===== src/rtl/wrr_pkt_arbiter.sv =====
// wrr_pkt_arbiter: weighted round-robin arbiter that grants whole packets.
// Each turn allows up to i_weight packets. A turn ends early when the requester drops its request between packets.
module wrr_pkt_arbiter #(
    parameter  int N_REQ    = 16,
    parameter  int WEIGHT_W = 4,
    localparam int IW       = $clog2(N_REQ)
) (
    input  logic                      i_clk,
    input  logic                      i_rst_n,
    input  logic [N_REQ-1:0]          i_req,
    input  logic [N_REQ-1:0]          i_last,
    input  logic [N_REQ*WEIGHT_W-1:0] i_weight,
    input  logic                      i_ack,
    output logic [N_REQ-1:0]          o_grant,
    output logic                      o_grant_vld,
    output logic [IW-1:0]             o_grant_idx
);
    typedef enum logic {IDLE, GRANT} state_t;

    state_t              state_q, state_d;
    logic [IW-1:0]       ptr_q, ptr_d, idx_q, idx_d, pick_idx;
    logic [WEIGHT_W-1:0] credit_q, credit_d;
    logic [N_REQ-1:0]    grant_q, grant_d;
    logic                in_pkt_q, in_pkt_d, pick_vld, beat, rel;
    logic [IW:0]         cand;
    logic [WEIGHT_W-1:0] wt [N_REQ];

    for (genvar k = 0; k < N_REQ; k++) begin : g_wt
        assign wt[k] = i_weight[k*WEIGHT_W +: WEIGHT_W];
    end

    // Scan downward so the last hit is the nearest requester at or after ptr.
    always_comb begin
        pick_vld = 1'b0;
        pick_idx = '0;
        cand     = '0;
        for (int i = N_REQ - 1; i >= 0; i--) begin
            cand = {1'b0, ptr_q} + (IW+1)'(i);
            cand = (cand >= (IW+1)'(N_REQ)) ? cand - (IW+1)'(N_REQ) : cand;
            if (i_req[cand[IW-1:0]]) begin
                pick_vld = 1'b1;
                pick_idx = cand[IW-1:0];
            end
        end
    end

    assign beat = (state_q == GRANT) && i_ack && i_req[idx_q];
    assign rel  = (state_q == GRANT) &&
                  ((beat && i_last[idx_q] && credit_q == WEIGHT_W'(1)) ||
                   (!in_pkt_q && !beat && !i_req[idx_q]));

    always_comb begin
        state_d  = state_q;
        ptr_d    = ptr_q;
        idx_d    = idx_q;
        credit_d = credit_q;
        in_pkt_d = in_pkt_q;
        grant_d  = grant_q;
        if (state_q == IDLE) begin
            if (pick_vld) begin
                state_d  = GRANT;
                idx_d    = pick_idx;
                grant_d  = N_REQ'(1) << pick_idx;
                credit_d = (wt[pick_idx] == '0) ? WEIGHT_W'(1) : wt[pick_idx];
            end
        end else if (rel) begin
            state_d  = IDLE;
            idx_d    = '0;
            grant_d  = '0;
            credit_d = '0;
            in_pkt_d = 1'b0;
            ptr_d    = (idx_q == IW'(N_REQ - 1)) ? '0 : idx_q + IW'(1);
        end else if (beat) begin
            in_pkt_d = !i_last[idx_q];
            credit_d = i_last[idx_q] ? credit_q - WEIGHT_W'(1) : credit_q;
        end
    end

    always_ff @(posedge i_clk or negedge i_rst_n) begin
        if (!i_rst_n) begin
            state_q  <= IDLE;
            ptr_q    <= '0;
            idx_q    <= '0;
            credit_q <= '0;
            in_pkt_q <= 1'b0;
            grant_q  <= '0;
        end else begin
            state_q  <= state_d;
            ptr_q    <= ptr_d;
            idx_q    <= idx_d;
            credit_q <= credit_d;
            in_pkt_q <= in_pkt_d;
            grant_q  <= grant_d;
        end
    end

    assign o_grant     = grant_q;
    assign o_grant_vld = |grant_q;
    assign o_grant_idx = idx_q;
endmodule


===== config.mk =====
export PLATFORM = sky130hd
export DESIGN_NAME = wrr_pkt_arbiter
export DESIGN_NICKNAME = d
export VERILOG_FILES = /design/src/rtl/wrr_pkt_arbiter.sv
export SDC_FILE = /design/constraint.sdc
export NUM_CORES = 1
export LEC_CHECK = 0
export BUFFER_PORTS_ARGS = -buffer_cell sky130_fd_sc_hd__buf_2
export CAP_MARGIN = 20
export CORE_ASPECT_RATIO = 2
export CORE_MARGIN = 2
export CORE_UTILIZATION = 40
export DETAILED_ROUTE_END_ITERATION = 12
export GPL_TIMING_DRIVEN = 0
export PLACE_DENSITY = 0.63
export SLEW_MARGIN = 5
export SYNTH_ARGS = -nofsm -noshare
export SYNTH_HDL_FRONTEND = slang
export SYNTH_SLANG_ARGS = --single-unit

===== constraint.sdc =====
create_clock -name i_clk -period 4.96 [get_ports i_clk]
set_input_delay 0.992 -clock i_clk [delete_from_list [all_inputs] [get_ports i_clk]]
set_output_delay 0.992 -clock i_clk [all_outputs]
set_load 0.1 [all_outputs]

Yosys cells after proc, flatten, opt, wreduce, memory -nomap -nowiden --
Index checks and enable logic that the tools add are counted.
Storage, ports and cells: register bits after elaboration 30, word-level logic and storage cells 205
Cells by class: equal/unequal tests 5, add/sub/neg operators 33, shifts and indexed selects 1, reductions and logical operators 20, order comparisons 34, bitwise operators 1, multiplexer cells 105
Operator list (number):
- $mux 4 | 44
- $lt 4x5->1 const B | 17
- $ge 5x5->1 const B | 16
- $bmux 1 s4 | 18
- $sub 4x1->4 const B | 17
- $mux 16 | 3
- $add 4x4->5 const B | 8
- $mux 1 | 39
- $add 4x3->5 const B | 4
- $bmux 4 s4 | 1
- $reduce_or 16->1 | 1
- $shl 1x4->16 const A | 1
- $add 4x2->5 const B | 2
- $logic_and 1x1->1 | 7
- $ne 3x1->1 const B | 2
- $reduce_and 2->1 | 3
- $add 4x1->5 const B | 1
- $ge 4x5->1 const B | 1
- $not 4->5 | 1
- $add 4x1->4 const B | 1
- $eq 4x1->1 const B | 1
- $eq 4x4->1 const B | 1
- $logic_not 1->1 | 4
- $logic_not 4->1 | 1
- 4 further kinds | 5

Depth between registers and ports, before layout --
depth in word-level cells 29, depth in mapped cells 23, depth with buffers taken out 14

Least setup slack after synthesis --
OpenSTA, ideal clock, no wires.
path type register -> register, from reg ptr_q[0], to reg credit_q[3], setup time 126 ps, path slack 93 ps, buffers on the path 7, period minus slack after synthesis 4867 ps, data required time 4834 ps, arrival 4741 ps, stages on the path, launching flop included 21, cells stage by stage dfrtp_1 buf_6 buf_6 buf_4 clkbuf_1 inv_1 ha_1 buf_2 clkbuf_1 mux4_2 mux2i_1 mux2i_1 or4_1 o311a_1 a21o_1 buf_6 mux2_1 nand3_1 o211a_1 o31ai_1 a221o_1
On the way: word-level cells in the longest chain between the ends 29
Ends and longest elaborated chain:
- start: declaration | line 21 | logic [IW-1:0] ptr_q, ptr_d, idx_q, idx_d, pick_idx;
- start signal: assignment | line 89 | ptr_q <= ptr_d;
- $add 4x4->5 | line 38 | cand = {1'b0, ptr_q} + (IW+1)'(i);
- $sub 4x1->4 / $ge 5x5->1 (equally long branches) | line 39 | cand = (cand >= (IW+1)'(N_REQ)) ? cand - (IW+1)'(N_REQ) : cand;
- $mux 4 | line 39
- $bmux 1 s4 | line 40 | if (i_req[cand[IW-1:0]]) begin
- $mux 1 (not written as such) | line 40
- $mux 4 (16 in series) | line 40
- $not 4->5 (not written as such) | line 64 | credit_d = (wt[pick_idx] == '0) ? WEIGHT_W'(1) : wt[pick_idx];
- $bmux 4 s4 | line 64
- $mux 4 (not written as such) (2 in series) | line 64
- $logic_not 4->1 | line 64
- $mux 4 | line 64
- $mux 4 | line 60 | if (pick_vld) begin
- $mux 4 | line 59 | if (state_q == IDLE) begin
- end signal: assignment | line 91 | credit_q <= credit_d;
- end: declaration | line 22 | logic [WEIGHT_W-1:0] credit_q, credit_d;
Parallel ways exist; a longest one is shown, timed or not. The select of a mux whose other input is x is not followed. A chain may end at the register's enable or synchronous reset.

Worst setup path in the final report --
from reg ptr_q[1], to reg credit_q[3]
The elaborated chain is that of the path after synthesis.

==> results.cfg <==
[global_route]
overflow = 0
grt_pass1_wl_microns = 26800
grt_usage = 0.277
antenna_found_initial = 0
grt_max_degree = 31
grt_pass1_vias = 5140

[logic_synthesis]
synth.area.top_cells = mux4_2 (17%), dfrtp_1 (16%), mux2i_1 (12%)
synth_edf_count = 0
synth_most_common_cell = mux2i_1
netlist_instances = 517
syn_area_per_cell_sq_um = 9.14
synthArstFlopShare = 1.00
synth_seq_area_share = 0.159
yosys-top-cells-count = mux2i_1 (57), nand2_1 (54), mux4_2 (36)
ys_warn_count = 0
syn_area_sq_um = 4730
synth_cell_types = 82
ys.flop_type = dfrtp_1
ys_seq_elements = 30
synth_top_cell_by_area = mux4_2
syn_nets = 626
netlist.area_leader.share = 0.172

[placement]
dpl.hpwl_microns = 14500
placed_area_sq_um = 5500
place_congestion = 0.951
port_buffers = 119
pre_cts_ws_ns = -1.35
dpl.cell_count = 781

[worst_setup_path]
critPathMaxFanout = 13
cp-startpoint = ptr_q[1]
criticalPathCategory = flop to flop
cp_data_arrival_time_ns = 4.94
start_kind = flop
end_kind = flop
reg2regPathDepth = 19
cp.depth = 19
max_stage_delay_ns = 0.58
r2r-start = ptr_q[1]
cp.buffers_inverters = 7
reg2reg_to = credit_q[3]
crit_required_ns = 5.11
cp-endpoint = credit_q[3]
critical_path.most_common_cell = buf_6
crit_chain = buf_6, buf_12, clkinv_4, ha_1, buf_4, clkbuf_8, mux4_2, mux4_2, a21o_1, a211oi_1, o311a_1, a21o_1, buf_6, buf_6, mux2i_1, mux2i_1, nor3_2, o31ai_1, a221o_1
path_delay_family = multiplexers
r2r_slack_ns = 0.17
crit_slowest_cell = mux4_2

[sta]
worst_pin_slew_ns = 0.780
setup_viol = 0
rsz0062_at_grt = false
fmax_mhz = 209
finalHoldViolCount = 0
drv_slew = 0
finalClockSkew_ns = 0.00558
fin_crit_ns = 4.79
postLayoutSetupSlackWorst_ns = 0.174
maxSlewHeadroom = 0.476
period_share = 0.965

[run]
drv_cap = 0

[layout]
layout-drive-gt1-share = 0.401
nFillCells = 1179
area_delta_synth_final_pct = 27.8
final_cells = 808
fin_nets = 771
final_area_sq_um = 6040
num_antenna_cells = 0

[clock_network]
root_buffer = clkbuf_16
cts_buffer_depth = 2
cts_buffers = 5
cts_tree = yes
cts_htree_levels = 2
clock-sinks = 30
clk_latency_ns = 0.27
clkTransAtPathRegs_ns = 0.05

[floorplan]
core_sq_um = 11600
die_h_microns = 158
start_util = 0.406
ioPinCount = 120
row_count = 56
die-area_sq_um = 12800
die_w_microns = 80.9

[detailed_routing]
firstDrtPassIters = 5
vias_per_cell = 6.35
wl_per_cell_microns = 22.2
wl_microns = 17900
vias = 5130
drcViolationCount = 0
drtIter0Drc = 392
final_antenna_net_count = 0

[min_path]
hold_class = flop to flop

[status]
status = complete, no violations
## state kept, by name, indices dropped and copies added, names as in the netlist
register,cells
ptr_q,4
credit_q,4
in_pkt_q,1
state_q,1
o_grant_idx,4
o_grant,16
## cell families (layout without fill, tap and decap cells)
family / after synthesis / after routing / synth area share
flip-flops: 30 / 30 / 0.159
XOR/XNOR: 11 / 11 / 0.0283
AND/OR/NAND/NOR: 153 / 153 / 0.158
adder cells (fa/ha/maj): 10 / 10 / 0.0265
multiplexers: 114 / 114 / 0.342
AO/OA/AOI/OAI: 149 / 149 / 0.230
buffers and inverters: 50 / 196 / 0.0564
## per-layer routing
| layer | global-route usage | vias to the layer above | routed length (microns) |
|---|---|---|---|
| li1 | - | 2333 | - |
| met5 | 0 | - | 0 |
| met1 | 0.268 | 2486 | 5770 |
| met4 | 0.200 | 0 | 1430 |
| met2 | 0.520 | 233 | 9890 |
| met3 | 0.0274 | 78 | 846 |
## repair_timing
| action | in CTS | in global routing |
|---|---|---|
| gates resized for setup | 39 | 14 |
| hold endpoints to repair | 0 | 0 |
| gates cloned | 0 | 0 |
| pin swaps | 2 | 4 |
| hold buffers | 0 | 0 |
| buffers inserted | 6 | 16 |
| setup endpoints to repair | 24 | 4 |
## tightest hold or removal path, stage by stage, from the launching register on
cell	delay (ns)
dfrtp_1	0.34
a31oi_1	0.05
nor2_1	0.08
## stage by stage
step	utilization	hold slack, ns	TNS [ns]
4_1_cts	0.504	0.509	0
6_report	0.519	0.510	0
3_3_place_gp	0.473	0.481	-18.14
3_5_place_dp	0.473	0.495	-21.12
5_1_grt	0.519	0.529	0
2_1_floorplan	-	0.463	0
## placed cells by master (no fill, tap or decap), types with 6 or more instances in the layout
cell type  instances
a21oi_1           20
a22o_1             7
a31oi_1            7
buf_2            126
buf_4             24
buf_6              7
clkbuf_1           6
dfrtp_1           28
ha_1               9
inv_1             13
mux2_2            16
mux2i_1           43
mux2i_2            7
mux2i_4            7
mux4_2            36
nand2_1           54
nand2b_1           6
nand3_1           14
nor2_1            31
nor3_1            10
nor4_1             7
o211ai_1           9
o21ai_0           29
o221ai_1           6
o22ai_1            7
o31ai_1            6
## worst min-delay path by stage
| stage | start | slack, ns | end | depth (start not counted) |
|---|---|---|---|---|
| global route | in_pkt_q | 0.53 | in_pkt_q | 2 |
| floorplan | in_pkt_q | 0.46 | in_pkt_q | 2 |
| global placement | in_pkt_q | 0.48 | in_pkt_q | 2 |
| finish | in_pkt_q | 0.51 | in_pkt_q | 2 |
| detailed placement | in_pkt_q | 0.49 | in_pkt_q | 2 |
| CTS | in_pkt_q | 0.51 | in_pkt_q | 2 |
## cell type report
| class | count | area, sq um | area share |
|---|---|---|---|
| Multi-Input combinational cell | 437 | 3900 | 0.645 |
| Tap cell | 145 | 181 | 0.0300 |
| Clock inverter | 1 | 5.00 | 0.000828 |
| Clock buffer | 7 | 143 | 0.0236 |
| Inverter | 18 | 77.6 | 0.0128 |
| Sequential cell | 30 | 753 | 0.125 |
| Timing Repair Buffer | 141 | 761 | 0.126 |
| Buffer | 29 | 224 | 0.0371 |
Power is not shown: default switching activity piles up to over one toggle a cycle in this logic, so the estimate is an artifact.
